--- config.mk ---
export PLATFORM = sky130hd
export DESIGN_NAME = vec_read_arbiter
export DESIGN_NICKNAME = d
export VERILOG_FILES = /design/src/rtl/vec_read_arbiter_pkg.sv /design/src/rtl/vec_read_arbiter_picker.sv /design/src/rtl/vec_read_arbiter.sv
export SDC_FILE = /design/constraint.sdc
export NUM_CORES = 1
export LEC_CHECK = 0
export CAP_MARGIN = 25
export CORE_AREA = 2 2 215 217
export DETAILED_ROUTE_END_ITERATION = 10
export DIE_AREA = 0 0 217 219
export DONT_BUFFER_PORTS = 1
export PLACE_DENSITY_LB_ADDON = 0.05
export RECOVER_POWER = 25
export SLEW_MARGIN = 15
export SYNTH_ARGS = -nofsm -noshare
export SYNTH_HDL_FRONTEND = slang
export SYNTH_HIERARCHICAL = 1
export SYNTH_SLANG_ARGS = --single-unit
--- constraint.sdc ---
create_clock -name clk -period 3.2 [get_ports clk]
set_clock_uncertainty 0.15 [all_clocks]
set_input_delay 0.48 -clock clk [delete_from_list [all_inputs] [get_ports clk]]
set_output_delay 0.48 -clock clk [all_outputs]
set_load 0.05 [all_outputs]
--- src/rtl/vec_read_arbiter_pkg.sv ---
// Shared types and constants for the vector-tile read arbiter.
// Requester slot indices, buffer-id width and FSM state encoding.
package vec_read_arbiter_pkg;

  typedef enum logic {
    IDLE = 1'b0,
    WAIT = 1'b1
  } vra_state_t;

  localparam int NUM_VEC_READERS = 4;

  localparam int REQ_STORE = 0;
  localparam int REQ_LOAD  = 1;
  localparam int REQ_ACT   = 2;
  localparam int REQ_GEMV  = 3;

  localparam int BUF_ID_W = 5;

endpackage

--- src/rtl/vec_read_arbiter_picker.sv ---
// Round-robin priority picker: first set bit of cand at or after ptr.
// Ports: cand (candidates), ptr (start index), found, idx (winner).
module rr_priority_picker #(
  parameter int N  = 4,
  parameter int IW = $clog2(N)
) (
  input  logic [N-1:0]  cand,
  input  logic [IW-1:0] ptr,
  output logic          found,
  output logic [IW-1:0] idx
);

  logic [IW-1:0] j;

  // Walk from farthest to nearest so the nearest hit wins.
  always_comb begin
    found = 1'b0;
    idx   = '0;
    j     = '0;
    for (int k = N - 1; k >= 0; k--) begin
      j = IW'((int'(ptr) + k) % N);
      if (cand[j]) begin
        found = 1'b1;
        idx   = j;
      end
    end
  end

endmodule

--- src/rtl/vec_read_arbiter.sv ---
// Round-robin arbiter sharing one vector-tile read port among requesters.
// Ports: req_* (requester side), buf_read_* (buffer side), busy, err_*.
module vec_read_arbiter
  import vec_read_arbiter_pkg::*;
#(
  parameter int DATA_WIDTH = 8,
  parameter int TILE_WIDTH = 256,
  parameter int TILE_ELEMS = TILE_WIDTH / DATA_WIDTH,
  parameter int NUM_REQ    = NUM_VEC_READERS,
  parameter int TIMEOUT    = 255
) (
  input  logic                                        clk,
  input  logic                                        rst,
  input  logic [NUM_REQ-1:0]                          req_enable,
  input  logic [NUM_REQ-1:0][BUF_ID_W-1:0]            req_buffer_id,
  output logic [NUM_REQ-1:0]                          req_valid,
  output logic signed [TILE_ELEMS-1:0][DATA_WIDTH-1:0] req_tile,
  output logic                                        buf_read_enable,
  output logic [BUF_ID_W-1:0]                         buf_read_buffer_id,
  input  logic signed [TILE_ELEMS-1:0][DATA_WIDTH-1:0] buf_read_tile,
  input  logic                                        buf_read_valid,
  output logic                                        busy,
  input  logic                                        err_clear,
  output logic                                        err_overflow,
  output logic                                        err_timeout,
  output logic                                        err_spurious
);

  localparam int IW = $clog2(NUM_REQ);
  localparam int CW = $clog2(TIMEOUT + 1);

  vra_state_t state, state_n;

  logic [NUM_REQ-1:0]               pending;
  logic [NUM_REQ-1:0][BUF_ID_W-1:0] id_q;
  logic [IW-1:0]                    rr_ptr;
  logic [IW-1:0]                    grant;
  logic [CW-1:0]                    cnt;

  logic [NUM_REQ-1:0]  cand;
  logic                found;
  logic [IW-1:0]       pick;
  logic                issue;
  logic                rsp;
  logic                tmo;
  logic                spur;
  logic                ovf;
  logic [NUM_REQ-1:0]  clr;
  logic [NUM_REQ-1:0]  acc;
  logic [BUF_ID_W-1:0] pick_id;
  logic [IW-1:0]       nxt_ptr;

  assign cand = pending | req_enable;

  rr_priority_picker #(
    .N  (NUM_REQ),
    .IW (IW)
  ) u_pick (
    .cand  (cand),
    .ptr   (rr_ptr),
    .found (found),
    .idx   (pick)
  );

  always_ff @(posedge clk) begin
    if (rst) state <= IDLE;
    else     state <= state_n;
  end

  always_comb begin
    state_n = state;
    unique case (1'b1)
      issue:     state_n = WAIT;
      rsp | tmo: state_n = IDLE;
      default:   state_n = state;
    endcase
  end

  // A pulse landing on the slot being retired this cycle is a fresh
  // request, not an overflow: set wins over clear.
  always_comb begin
    issue = (state == IDLE) & found;
    rsp   = (state == WAIT) & buf_read_valid;
    tmo   = (state == WAIT) & ~buf_read_valid
          & (cnt == CW'(TIMEOUT - 1));
    spur  = (state == IDLE) & buf_read_valid;
    clr   = '0;
    if (rsp | tmo) clr[grant] = 1'b1;
    acc     = req_enable & ~(pending & ~clr);
    ovf     = |(req_enable & pending & ~clr);
    pick_id = acc[pick] ? req_buffer_id[pick] : id_q[pick];
    nxt_ptr = (grant == IW'(NUM_REQ - 1)) ? '0 : grant + 1'b1;
  end

  always_ff @(posedge clk) begin
    if (rst) begin
      pending            <= '0;
      id_q               <= '0;
      rr_ptr             <= '0;
      grant              <= '0;
      cnt                <= '0;
      req_valid          <= '0;
      req_tile           <= '0;
      buf_read_enable    <= 1'b0;
      buf_read_buffer_id <= '0;
      err_overflow       <= 1'b0;
      err_timeout        <= 1'b0;
      err_spurious       <= 1'b0;
    end else begin
      buf_read_enable <= 1'b0;
      req_valid       <= '0;
      pending         <= (pending & ~clr) | acc;
      for (int i = 0; i < NUM_REQ; i++) begin
        if (acc[i]) id_q[i] <= req_buffer_id[i];
      end
      if (issue) begin
        grant              <= pick;
        buf_read_enable    <= 1'b1;
        buf_read_buffer_id <= pick_id;
        cnt                <= '0;
      end else if (state == WAIT) begin
        cnt <= cnt + 1'b1;
      end
      if (rsp) begin
        req_tile         <= buf_read_tile;
        req_valid[grant] <= 1'b1;
      end
      if (rsp | tmo) rr_ptr <= nxt_ptr;
      err_overflow <= ovf  | (err_overflow & ~err_clear);
      err_timeout  <= tmo  | (err_timeout  & ~err_clear);
      err_spurious <= spur | (err_spurious & ~err_clear);
    end
  end

  assign busy = (state == WAIT) | (|pending);

endmodule

==> metrics.cfg <==
[critical_path]
crit_family = compound AO/OA/AOI/OAI gates
cp_slowest_stage_delay_ns = 0.37
arrival_ns = 3.17
ff2ff_setup_slack_ns = 0.30
required_ns = 3.47
timing.rr.end = buf_read_buffer_id[3]
cp-start-kind = flip-flop
cp_cell_sequence = or2_2, nand2b_1, a21oi_1, a211oi_4, buf_4, nor2_1, a32oi_1, a22oi_2, o221a_2, a221o_1
slowest_stage = dfxtp_1
reg2reg_from = pending[2]
critical_path_class = reg -> reg
critPathMaxFanout = 24
reg2regPathDepth = 10
critPathCaptureType = flip-flop
path_buf_inv = 1

[global_route]
grt_pass1_wl_um = 64400
antenna_found_initial = 2
grt_max_degree = 167
grt_pass1_vias = 10500
grt_usage = 0.175
overflow = 0

[placement]
io_buffers = 0
dp_hpwl_um = 29100
gp_congestion = 0.779
numPlacedInstances = 1904

[clock_tree]
root_buffer = clkbuf_16
clockBufferDepth = 3
cts_buffers = 37
clk_latency_ns = 0.54
cts.repair.resized = 0
cts.htree.levels = 2
cts.sinks = 306
clk_transition_reported_paths_ns = 0.06
cts_tree = yes

[detailed_routing]
drc = 0
dr.pass1.iters = 5
drt_iter0_drc = 551
vias_per_cell = 4.57
wl_per_cell_um = 19.3
wl_um = 44000
ant_nets = 0
vias = 10400

[floorplanning]
die-area_um2 = 47500
ios = 554
die_y_um = 219
die_w_um = 217
coreArea_um2 = 45100
start_util = 0.250
num_rows = 78

[timing]
maxSlewHeadroom = 0.349
max_slew.worst_pin.slew_ns = 0.976
fin_hold_ws_ns = 0.164
tns_ns = 0
period_minus_slack_ns = 2.90
period_share = 0.905
slew_violations = 0
final_hold_viol_count = 0
finalSetupViolations = 0
rsz0062_at_grt = false
fmax_mhz = 345

[cells_and_area]
final_cell_mix = nand2_1 (524), dlygate4sd3_1 (311), dfxtp_1 (306)
diodes = 0
layout.cells.non_filler = 2283
layout-drive-gt1-share = 0.0529
area_delta_synth_final_pct = 43.4
final_common_cell = nand2_1
nets = 1946

[synth]
syn-num-nets = 1682
synth_area_um2 = 11300
yosysUniqueCellTypes = 45
yosysSeqAreaShare = 0.544
netlist_instances = 1392
synth_area_leaders = dfxtp_1 (54%), nand2_1 (17%), a21oi_1 (12%), clkbuf_1 (2.7%), mux2i_1 (2.2%)
ys.flop_type = dfxtp_1
synth_edf_count = 0
yosys.area.top_type = dfxtp_1
avgSynthCellArea_um2 = 8.09
async_flop_share = 0
ys_seq_elements = 306
synth_top_area_share = 0.544
yosys_warnings = 6

[outcome]
status = complete, no violations

[power]
power.density_nw_per_um2 = 623
ir_drop_mv = 0.345
p_leak_nw = 6.23

[worst_hold_path]
holdPathStages = 2
hold_path_class = in -> reg
hold_end = buf_read_buffer_id[3]
hold_start = req_buffer_id[18]

[flow_run]
cap_violations = 0

[synth_stat cells, types with 4 or more instances]
library cell,count
and2_1,7
a21oi_1,266
clkbuf_1,80
nor2_1,42
inv_1,11
nor3b_1,5
nor2b_1,6
dfxtp_1,306
o32ai_1,4
mux4_2,5
nand2_1,524
mux2i_1,25
buf_2,14
ha_1,6
nand2b_1,17
buf_1,5
mux2_2,5
nor3_1,7
or2_2,4
a2111oi_0,4
o21ai_0,4
nand3_1,5
[routing by layer]
metal	track usage	vias to the layer above	wire [um]
li1	-	5090	-
met5	0	-	27
met2	0.295	391	21400
met1	0.192	4872	16400
met4	0.0728	4	1450
met3	0.0748	73	4690
[registers in the layout (all words and copies together) (netlist names), 2 cells and up]
signal	cells
grant	2
id_q	20
rr_ptr	2
req_valid	4
pending	4
cnt	8
req_tile	256
buf_read_buffer_id	5
[logic make-up (layout without fill, tap and decap cells)]
family / Yosys count / after routing / share of synthesized area
and+or+nand+nor: 626 / 626 / 0.223
DFF: 306 / 306 / 0.544
AOI/OAI and AO/OA: 303 / 303 / 0.146
buffers and inverters: 110 / 401 / 0.0382
muxes: 35 / 35 / 0.0372
adders and majority gates: 6 / 6 / 0.00667
xor gates and xnor gates: 6 / 6 / 0.00467
[worst max-delay path by stage]
stage,from,to,depth (start not counted)
after global placement,req_enable[2],buf_read_buffer_id[3],10
after CTS,pending[2],buf_read_buffer_id[3],10
after floorplan,req_enable[2],buf_read_buffer_id[3],10
after detailed placement,req_enable[2],buf_read_buffer_id[3],10
final,pending[2],buf_read_buffer_id[3],10
after global routing,pending[2],buf_read_buffer_id[3],10
[per-stage QoR]
step,setup slack (ns),util,power (mW),cell area (um^2)
4_1_cts,0.284,0.358,10.2,16100
5_1_grt,0.0806,0.358,10.5,16100
3_5_place_dp,0.232,0.261,5.61,11800
6_report,0.305,0.358,10.1,16100
2_1_floorplan,0.269,-,5.41,11300
3_3_place_gp,0.241,0.261,5.61,11800
[power by group]
group	switching, mW	total, mW	leakage [nW]	internal (mW)
logic	0.519	1.03	3.13	0.512
clock network	1.68	4.18	0.596	2.50
registers	0.817	4.84	2.50	4.02
[area by class of cell]
type | instances | area, um^2
Tap cell | 600 | 751
Fill cell | 4749 | 28900
Multi-Input combinational cell | 976 | 4710
Clock inverter | 9 | 77.6
Clock buffer | 57 | 1120
Timing Repair Buffer | 324 | 3310
Sequential cell | 306 | 6130
Inverter | 11 | 41.3
[what timing repair did]
item	CTS	global route
endpoints found under the hold margin	291	0
buffers inserted	0	0
hold buffers	312	0
Note: power is estimated with default switching activity, not from simulation.
